==> src/rtl/fifo_pkg.sv <==
// Shared definitions for the FIFO family: read-mode selectors and pointer sizing.
package fifo_pkg;

  localparam int FWFT_OFF = 0;
  localparam int FWFT_ON  = 1;

  // One extra bit beyond the memory index serves as the wrap bit.
  function automatic int ptr_width(input int depth);
    return $clog2(depth) + 1;
  endfunction

endpackage

==> src/rtl/fifo_ram.sv <==
// Register-array storage with one write port and a combinational read port,
// shared by the synchronous and asynchronous FIFOs.
module fifo_ram
  import fifo_pkg::*;
#(
  parameter int DATA_WIDTH = 4,
  parameter int DEPTH      = 16,
  parameter int ADDR_WIDTH = $clog2(DEPTH)
) (
  input  logic                  clk,
  input  logic                  we,
  input  logic [ADDR_WIDTH-1:0] waddr,
  input  logic [DATA_WIDTH-1:0] wdata,
  input  logic [ADDR_WIDTH-1:0] raddr,
  output logic [DATA_WIDTH-1:0] rdata
);

  logic [DATA_WIDTH-1:0] mem [DEPTH];

  // Contents are deliberately left unreset so the array maps onto plain storage.
  always_ff @(posedge clk) begin
    if (we) mem[waddr] <= wdata;
  end

  assign rdata = mem[raddr];

endmodule

==> src/rtl/sync_fifo_param.sv <==
// Single-clock parametrised FIFO with occupancy count, programmable almost
// flags, optional first-word-fall-through output and sticky error flags.
module sync_fifo_param
  import fifo_pkg::*;
#(
  parameter int DATA_WIDTH    = 4,
  parameter int DEPTH         = 16,
  parameter int ADDR_WIDTH    = $clog2(DEPTH),
  parameter int AFULL_THRESH  = DEPTH - 2,
  parameter int AEMPTY_THRESH = 2,
  parameter int FWFT          = FWFT_OFF
) (
  input  logic                  clk,
  input  logic                  reset,
  input  logic [DATA_WIDTH-1:0] data_in,
  input  logic                  wr_en,
  input  logic                  rd_en,
  output logic [DATA_WIDTH-1:0] data_out,
  output logic                  full,
  output logic                  empty,
  output logic                  almost_full,
  output logic                  almost_empty,
  output logic [ADDR_WIDTH:0]   count,
  output logic                  overflow,
  output logic                  underflow
);

  localparam int PTR_W = ptr_width(DEPTH);
  localparam logic [PTR_W-1:0] PTR_ONE    = PTR_W'(1);
  localparam logic [PTR_W-1:0] FULL_CNT   = PTR_W'(DEPTH);
  localparam logic [PTR_W-1:0] AFULL_CNT  = PTR_W'(AFULL_THRESH);
  localparam logic [PTR_W-1:0] AEMPTY_CNT = PTR_W'(AEMPTY_THRESH);

  logic [PTR_W-1:0]      wr_ptr;
  logic [PTR_W-1:0]      rd_ptr;
  logic                  wr_acc;
  logic                  rd_acc;
  logic [DATA_WIDTH-1:0] ram_rdata;

  // Flags come only from count, so a wrapped full FIFO never looks empty.
  assign full         = (count == FULL_CNT);
  assign empty        = (count == '0);
  assign almost_full  = (count >= AFULL_CNT);
  assign almost_empty = (count <= AEMPTY_CNT);

  assign wr_acc = wr_en & ~full;
  assign rd_acc = rd_en & ~empty;

  always_ff @(posedge clk) begin
    if (reset) begin
      wr_ptr    <= '0;
      rd_ptr    <= '0;
      count     <= '0;
      overflow  <= 1'b0;
      underflow <= 1'b0;
    end else begin
      if (wr_acc) wr_ptr <= wr_ptr + PTR_ONE;
      if (rd_acc) rd_ptr <= rd_ptr + PTR_ONE;
      if (wr_acc && !rd_acc)      count <= count + PTR_ONE;
      else if (rd_acc && !wr_acc) count <= count - PTR_ONE;
      overflow  <= overflow  | (wr_en & full);
      underflow <= underflow | (rd_en & empty);
    end
  end

  fifo_ram #(
    .DATA_WIDTH (DATA_WIDTH),
    .DEPTH      (DEPTH),
    .ADDR_WIDTH (PTR_W - 1)
  ) u_ram (
    .clk   (clk),
    .we    (wr_acc),
    .waddr (wr_ptr[PTR_W-2:0]),
    .wdata (data_in),
    .raddr (rd_ptr[PTR_W-2:0]),
    .rdata (ram_rdata)
  );

  generate
    if (FWFT == FWFT_ON) begin : g_fwft
      assign data_out = ram_rdata;
    end else begin : g_std
      logic [DATA_WIDTH-1:0] dout_q;
      always_ff @(posedge clk) begin
        if (reset)       dout_q <= '0;
        else if (rd_acc) dout_q <= ram_rdata;
      end
      assign data_out = dout_q;
    end
  endgenerate

  // The pointer distance must always agree with the occupancy register.
  assert property (@(posedge clk) disable iff (reset) count == PTR_W'(wr_ptr - rd_ptr));

endmodule

==> config.mk <==
export PLATFORM = sky130hd
export DESIGN_NAME = sync_fifo_param
export DESIGN_NICKNAME = d
export VERILOG_FILES = /design/src/rtl/fifo_pkg.sv /design/src/rtl/fifo_ram.sv /design/src/rtl/sync_fifo_param.sv
export SDC_FILE = /design/constraint.sdc
export NUM_CORES = 1
export LEC_CHECK = 0
export BUFFER_PORTS_ARGS = -buffer_cell sky130_fd_sc_hd__buf_4
export CORE_AREA = 2 2 83 85
export DETAILED_ROUTE_END_ITERATION = 7
export DIE_AREA = 0 0 85 87
export PLACE_DENSITY_LB_ADDON = 0.3
export SETUP_SLACK_MARGIN = 0.02
export SYNTH_ARGS = -nofsm -noshare
export SYNTH_HDL_FRONTEND = slang
export SYNTH_SLANG_ARGS = --single-unit
==> constraint.sdc <==
create_clock -name clk -period 7.8 [get_ports clk]
set_input_delay 2.34 -clock clk [delete_from_list [all_inputs] [get_ports clk]]
set_output_delay 2.34 -clock clk [all_outputs]
set_load 0.01 [all_outputs]
# Word-level counts from Yosys, hierarchy flattened
# Memory sizes are Yosys's and may differ from the RTL's. A register that Yosys moved wholly into a read port is not among the register bits.
# Index checks and enable logic that the tools add are counted.
# word_totals
rom_bits	0
out_inout_bits	15
input_bits	8
register_bits	17
ramBits	64
latchBits	0
memories	1
# memory_table
memory	words	width	rd	rd_ports_with_merged_regs	write_ports	line	text
u_ram.mem	16	4	1	1	1	fifo_ram.sv:18	logic [DATA_WIDTH-1:0] mem [DEPTH];
# op_classes
reduce_logical	6
multipliers	0
muxes	4
n_eq_ne	1
addsub	4
order_cmp	2
n_bitwise	8
shifts	0
div	0
# op_table
operator	count
5-bit by 1-bit adder with 5-bit output, second input constant	3
5-bit 2-to-1 mux	2
5-bit == test, second input constant	1
5-bit by 4-bit greater-or-equal comparator with 1-bit output, second input constant	1
5-bit by 2-bit less-or-equal comparator with 1-bit output, second input constant	1
5-bit zero test	1
5-bit by 1-bit subtractor with 5-bit output, second input constant	1
1-bit AND	4
1-bit logical AND	2
1-bit zero test	2
1-bit 2-to-1 mux	2
1-bit NOT	2
1-bit OR	2
2-bit nonzero test	1

# Longest topological paths before layout
# Gate-level depths: netlist of the first run.
# logic_depth
ltp_word	7
mapped_depth	11
ltp_nobuf	10

# By module
# From an unflattened synthesis of the first run, not the netlist that was laid out.
# unflattened
hier_cells	224
hier_area_um2	3522.1
# modules_own_cells
mod	area_per_inst_um2	instances	seq_area_each_um2	cells_per_inst
fifo_ram	2586.2	1	1921.8	126
sync_fifo_param	935.9	1	380.4	98

# Least setup slack after synthesis of the first run
# No wires, ideal clock.
# synth_timing
path_kind	input to register
startpoint	input wr_en
endpoint	register count[4]
cell_stages	8
n_path_buf	0
arrival_time_ns	4.306
slack_ns	3.373
cell_sequence	a21boi_1 -> ha_1 -> inv_1 -> fa_1 -> a21o_1 -> a21oi_1 -> mux2i_1 -> mux2_2
# synth_via
elab_chain_len	4
word_cells_on_any_way	6
# synth_lines
item	line	text
from (decl)	sync_fifo_param.sv:16	input logic wr_en,
1-bit AND *	sync_fifo_param.sv:46	assign wr_acc = wr_en & ~full;
1-bit zero test	sync_fifo_param.sv:60	else if (rd_acc && !wr_acc) count <= count - PTR_ONE;
1-bit logical AND	sync_fifo_param.sv:60	
2-bit nonzero test (no line)	--	
to (signal assigned)	sync_fifo_param.sv:59	if (wr_acc && !rd_acc) count <= count + PTR_ONE;
to (signal assigned)	sync_fifo_param.sv:60	
to (decl)	sync_fifo_param.sv:23	output logic [ADDR_WIDTH:0] count,
# Mark *: on every way between the ends. The rest lies on a longest branch, timed or not.
# A chain may end at the register's enable or synchronous reset.

# Worst setup path after layout of the first run
# layout_timing
startpoint	input rd_en
endpoint	register count[4]
# layout_via
elab_chain_len	4
word_cells_on_any_way	6
# layout_lines
item	line	text
from (decl)	sync_fifo_param.sv:17	input logic rd_en,
1-bit AND *	sync_fifo_param.sv:47	assign rd_acc = rd_en & ~empty;
1-bit zero test	sync_fifo_param.sv:59	
1-bit logical AND	sync_fifo_param.sv:59	
5-bit 2-to-1 mux / 2-bit nonzero test (equally long branches)	--	
# Marked as above.

==> results of run 1 <==
[metal layers]
metal,routed length [um],global-route usage [%],up-vias
met3,317,3.22,6
met5,0,0,-
met2,2910,27.6,60
li1,-,-,962
met1,2910,26.4,983
met4,72,7.22,0
[flip-flops by register name, summed over array words and instances, names as in the netlist]
register / flops
wr_ptr: 4
underflow: 1
count: 5
rd_ptr: 4
u_ram.mem: 64
data_out: 4
overflow: 1
[metrics by stage]
stage	total power, uW	worst slack, ns	hold WS (ns)
after detailed placement	899	2.53	0.462
final	1200	2.82	0.479
after global placement	890	2.70	0.450
after CTS	1210	2.91	0.484
after global routing	1270	2.58	0.509
after floorplan	794	3.37	0.502
[critical path, cell delays in order]
cell and delay (ns):
buf_4 0.10, a21boi_0 0.91, inv_1 0.21, ha_1 0.29, inv_1 0.16, ha_1 0.30, a21o_1 0.17, a21oi_1 0.19
mux2i_1 0.22, mux2_2 0.35
[worst max path at each step]
| stage | slack, ns | startpoint | cells past startpoint | end |
|---|---|---|---|---|
| finish | 2.82 | rd_en | 10 | count[4] |
| global placement | 2.70 | rd_en | 10 | count[4] |
| CTS | 2.91 | rd_en | 10 | count[4] |
| floorplan | 3.37 | wr_en | 8 | count[4] |
| global route | 2.58 | rd_en | 10 | count[4] |
| detailed placement | 2.53 | rd_en | 10 | count[4] |
[layout by cell type (no fill, tap or decap), types with 3 or more instances in the layout]
cell | synthesis | routed
edfxtp_1 | 64 | 64
nor2_1 | 35 | 35
buf_4 | 3 | 23
mux2i_1 | 19 | 19
dfxtp_1 | 19 | 19
a21oi_1 | 11 | 11
nand2_1 | 9 | 9
ha_1 | 9 | 9
clkbuf_8 | 0 | 9
mux4_2 | 8 | 8
inv_1 | 6 | 6
xor2_1 | 6 | 6
nor3_1 | 4 | 4
o22ai_1 | 4 | 4
a221oi_1 | 4 | 4
o21ai_0 | 4 | 4
a311oi_1 | 4 | 4
clkinvlp_4 | 0 | 4
o211ai_1 | 3 | 3
[power by group through the flow]
stage	Clock (uW)	Combinational (uW)	Sequential (uW)
2_1_floorplan	0	233	562
3_3_place_gp	0	315	574
3_5_place_dp	0	324	575
4_1_cts	316	326	565
5_1_grt	334	363	573
6_report	308	324	565
[final cells by class]
| cell class | count | area, um2 | share of cell area (%) |
|---|---|---|---|
| Inverter | 6 | 22.5 | 0.577 |
| Tap cell | 80 | 100 | 2.56 |
| Timing Repair Buffer | 23 | 173 | 4.42 |
| Clock inverter | 7 | 77.6 | 1.99 |
| Sequential cell | 83 | 2300 | 59.0 |
| Clock buffer | 9 | 124 | 3.17 |
| Multi-Input combinational cell | 143 | 1110 | 28.3 |
[logic make-up (layout without fill, tap and decap cells)]
kind of cell    after synthesis  in the layout  share of synthesized area [%]
xor+xnor                      8              8                           1.99
flops                        83             83                           65.5
simple gates                 60             60                           7.44
mux                          28             28                           10.9
fa+ha+maj                    10             10                           3.77
buf+inv                      20             45                           3.06
compound gates               37             37                           7.40
==> impl_metrics.toml, run 1 <==
[synth]
synth_top_area_share_pct = 54.7
synth_fp_nets = 264
synth_edf_count = 64
yosysWarnings = 0
post-synth-top-area-cell = "edfxtp_1"
synth.avg_cell_area_um2 = 14.3
yosysMostFrequentCell = "edfxtp_1"
synthArstFlopShare_pct = 0
synthDistinctLibCells = 38
synth_cells = 246
syn-cell-area_um2 = 3520
ys_ff_latch = 83
synth_common_cells = "edfxtp_1, nor2_1, dfxtp_1, mux2i_1, a21oi_1"
synth-seq-area-share_pct = 65.5
synth_ff_type = "edfxtp_1"
synth_area_leaders = "edfxtp_1, dfxtp_1, mux2i_1, mux4_2, nor2_1"

[global_route]
grt_first_pass_wirelength_um = 10100
grt.total_usage_pct = 18.2
grt_pass1_vias = 1942
grt_max_degree = 22
grt-ovfl-total = 0
grt_antenna_before_repair = 0

[sta]
worst_pin_slew_ns = 1.16
rsz0062_at_grt = "false"
maxSlewViolCount = 0
clock_skew_ns = 0.00877
hold_viol = 0
fmax_mhz = 201
fin_crit_sh_pct = 63.8
setup_viol = 0
period_needed_ns = 4.98
fin_tns_setup_ns = 0
relSlewSlack_pct = 22.1

[power]
power.switching_uw = 380
seq_power_share_pct = 47.2
clock_power_share_pct = 25.7
p_comb_share_pct = 27.1
powerDensity_nw_per_um2 = 306
ir_drop_mv = 0.252
p_int_uw = 817
p_leak_uw = 0.00133
netSwitchingFraction_pct = 31.7

[clock_network]
insertion_delay_ns = 0.34
clock_path_buffers = 2
cts_num_sinks = 83
clkTransAtPathRegs_ns = 0.09
cts_tree = "yes"
root_buffer = "clkbuf_8"
h-tree-depth = 3
cts_hold_buf = 0
numCtsBuffers = 9
cts_resized = 0
cts_setup_buffers = 0

[floorplanning]
die_w_um = 85
start_util_pct = 53.5
ioPinCount = 23
dieHeight_um = 87
rows = 30
dieArea_um2 = 7400
core_um2 = 6570

[setup_path]
startpoint_type = "primary input"
r2r_cells = 10
critPathKind = "in2reg"
required_ns = 8.04
worstPathArrival_ns = 5.22
r2r_slack_ns = 4.20
crit_path_end_kind = "register"
crit_fanout = 11
worstReg2RegEnd = "count[4]"
rr_startpoint = "count[4]"

[run]
max-cap-violations = 0

[route]
vias = 2011
route.detailed.drc = 0
wl_per_cell_um = 17.7
via_per_inst = 5.73
drt_iter0_markers = 200
routed_wl_um = 6200
ant_nets = 0
dr.pass1.iters = 4

[cells_and_area]
finalInstanceArea_um2 = 3910
n_antenna_cell = 0
final_util_pct = 59.4
drive_gt1_share_pct = 18.1
areaGrowthSynthToFinish_pct = 11.1
nFillCells = 508
fin_nets = 284
fin_cells = 351

[min_path]
worstHoldStart = "overflow"
holdCritPathClass = "reg2reg"
whs_endpoint = "overflow"
whs_path_depth = 2

[placement]
dp_hpwl_um = 4230
place_area_um2 = 3700
port-buffer-count = 22
gp_congestion = 0.753
place_inst = 335

[status]
status = "finished, final reports clean"
No activity file was read; power rests on OpenSTA's default activity.
==> inputs of run 2 (changes only) <==
- ABC_AREA: default -> 1
- CORE_AREA: 2 2 83 85 -> 2 2 87 89
- DIE_AREA: 0 0 85 87 -> 0 0 89 91
- clock period: 7.8 -> 4.6 ns (I/O delays scaled with it)
==> run 2 against run 1 <==
Clock-buffer cell count is 5 higher; worst setup slack worse by 0.93 ns; first-iteration DRC count is 23% lower; global-route usage is 2.1 points higher; via count is 32% higher; synthesized area is 9.6% higher; critical path depth is 3 higher; clock skew is 0.0034 ns lower; largest power group unchanged; sequential cell count stayed put; wire length is 20% higher.
==> impl_metrics.toml, run 2 <==
[status]
status = "finished, final reports clean"

[setup_path]
startpoint_type = "primary input"
cpMaxStageDelayCell = "fa_1"
critPathBufInv = 3
crit_path_end_kind = "register"
required_ns = 4.89
path_cells = "buf_4 > nand2_2 > inv_2 > ha_1 > inv_1 > fa_1 > a21oi_1 > nor2_1 > nor2_1 > nand2_1 > nand2_1 > nand2_1 > a21oi_1"
cp_top_family = "adder cells"
worstPathArrival_ns = 3.00
cpPeakStageDelay_ns = 0.41
cpMostUsedCell = "nand2_1"
crit_fanout = 7
critPathKind = "in2reg"

[synth]
synthArstFlopShare_pct = 0
synth_fp_nets = 418
synth_edf_count = 64
synth-seq-area-share_pct = 59.8
synth_cells = 400
synth.avg_cell_area_um2 = 9.63
yosysWarnings = 0
synth_top_area_share_pct = 49.9
post-synth-top-area-cell = "edfxtp_1"
ys_ff_latch = 83
synth_ff_type = "edfxtp_1"
synth_area_leaders = "edfxtp_1, nand2_1, dfxtp_1, nand3_1, inv_1"
syn-cell-area_um2 = 3850
yosysMostFrequentCell = "nand2_1"
synth_common_cells = "nand2_1, edfxtp_1, inv_1, nand3_1, nor2_1"
synthDistinctLibCells = 29

[route]
routed_wl_um = 7420
wl_per_cell_um = 14.2
via_per_inst = 5.05
route.detailed.drc = 0
vias = 2645
drt_iter0_markers = 154
ant_nets = 0
dr.pass1.iters = 5

[global_route]
grt_first_pass_wirelength_um = 12200
top_usage_layer = "met2"
use_met2_pct = 33.6
grt_antenna_before_repair = 0
grt_pass1_vias = 2545
met3_usage_pct = 5.09
met1_usage_pct = 25.2
grt.total_usage_pct = 20.3
grt_max_degree = 36
grt-ovfl-total = 0

[cells_and_area]
drive_gt1_share_pct = 11.8
multi_input_area_um2 = 1200
finalInstanceArea_um2 = 4210
final_common_cell = "nand2_1"
top_register = "u_ram.mem"
reg_top3 = "u_ram.mem (64), count (5)"
final_cell_mix = "nand2_1, edfxtp_1, inv_1, nand3_1, nor2_1"
fin_nets = 439
nFillCells = 635
ff_latch_area_um2 = 2300
n_antenna_cell = 0
final_util_pct = 58.9
areaGrowthSynthToFinish_pct = 9.16
largest_reg_flops = 64

[sta]
hold_viol = 0
maxSlewViolCount = 0
fin_tns_setup_ns = 0
setup_viol = 0
relSlewSlack_pct = 35.6
clock_skew_ns = 0.00537
rsz0062_at_grt = "false"
fmax_mhz = 369
fin_crit_sh_pct = 59.0
hold-worst-slack_ns = 0.476
period_needed_ns = 2.71
worst_pin_slew_ns = 0.964

[power]
p_leak_uw = 0.00184
powerDensity_nw_per_um2 = 506
ir_drop_mv = 0.364
p_total_uw = 2130

[placement]
port-buffer-count = 22
dp_hpwl_um = 5020
gp_congestion = 0.860
place_area_um2 = 4020

[clock_network]
insertion_delay_ns = 0.35
clkTransAtPathRegs_ns = 0.07
cts_num_sinks = 83
clock_path_buffers = 2
h-tree-depth = 3
cts_setup_buffers = 0
numCtsBuffers = 9
cts_tree = "yes"
cts_hold_buf = 0
cts_resized = 0
root_buffer = "clkbuf_8"

[run]
max-cap-violations = 0

[floorplanning]
dieArea_um2 = 8100
core_um2 = 7140
start_util_pct = 54.0
die_w_um = 89
dieHeight_um = 91
rows = 31
ioPinCount = 23

[min_path]
holdCritPathClass = "reg2reg"
run 2: logic make-up (layout without fill, tap and decap cells):
family / Yosys count / in the layout / share of synthesized area, %
buffers and inverters: 68 / 93 / 9.06
adder cells (fa/ha/maj): 10 / 10 / 3.44
XOR/XNOR: 4 / 4 / 0.910
AND/OR/NAND/NOR: 212 / 212 / 23.7
AO/OA/AOI/OAI: 23 / 23 / 3.15
flip-flops: 83 / 83 / 59.8
run 2: power breakdown:
| group | internal, uW | switching [uW] |
|---|---|---|
| clock | 255 | 237 |
| combinational | 269 | 398 |
| sequential | 867 | 102 |
| total | 1390 | 737 |
run 2: per-stage QoR:
step / instances / setup slack, ns
finish: 524 / 1.89
CTS: 524 / 1.90
detailed placement: 509 / 1.54
global placement: 509 / 1.62
floorplan: 400 / 1.81
global route: 524 / 1.72
run 2: area by class of cell:
class,count,area share (%)
tap,99,2.95
sequential,83,54.7
clock inverter,1,0.119
multi-input combinational,249,28.6
clock buffer,14,4.37
inverter,55,5.15
timing repair buffer,23,4.11
run 2: final timing paths:
kind                            depth (start not counted)       from         to  slack, ns
worst max register to register                         14   count[1]   count[4]       2.26
worst max-delay path                                   13      wr_en   count[4]       1.89
worst min-delay path                                    2  underflow  underflow       0.48
worst min register to register                          2  underflow  underflow       0.48
run 2: metal layers:
metal | share of wire (%) | routed length [um]
met3 | 5.0 | 374
met5 | 0 | 0
met1 | 43 | 3190
met4 | 2.0 | 146
met2 | 50 | 3710
run 2: tightest hold or removal path: stages (launching register included):
cell,delay [ns]
dfxtp_1,0.33
a21oi_1,0.04
nor2_1,0.07
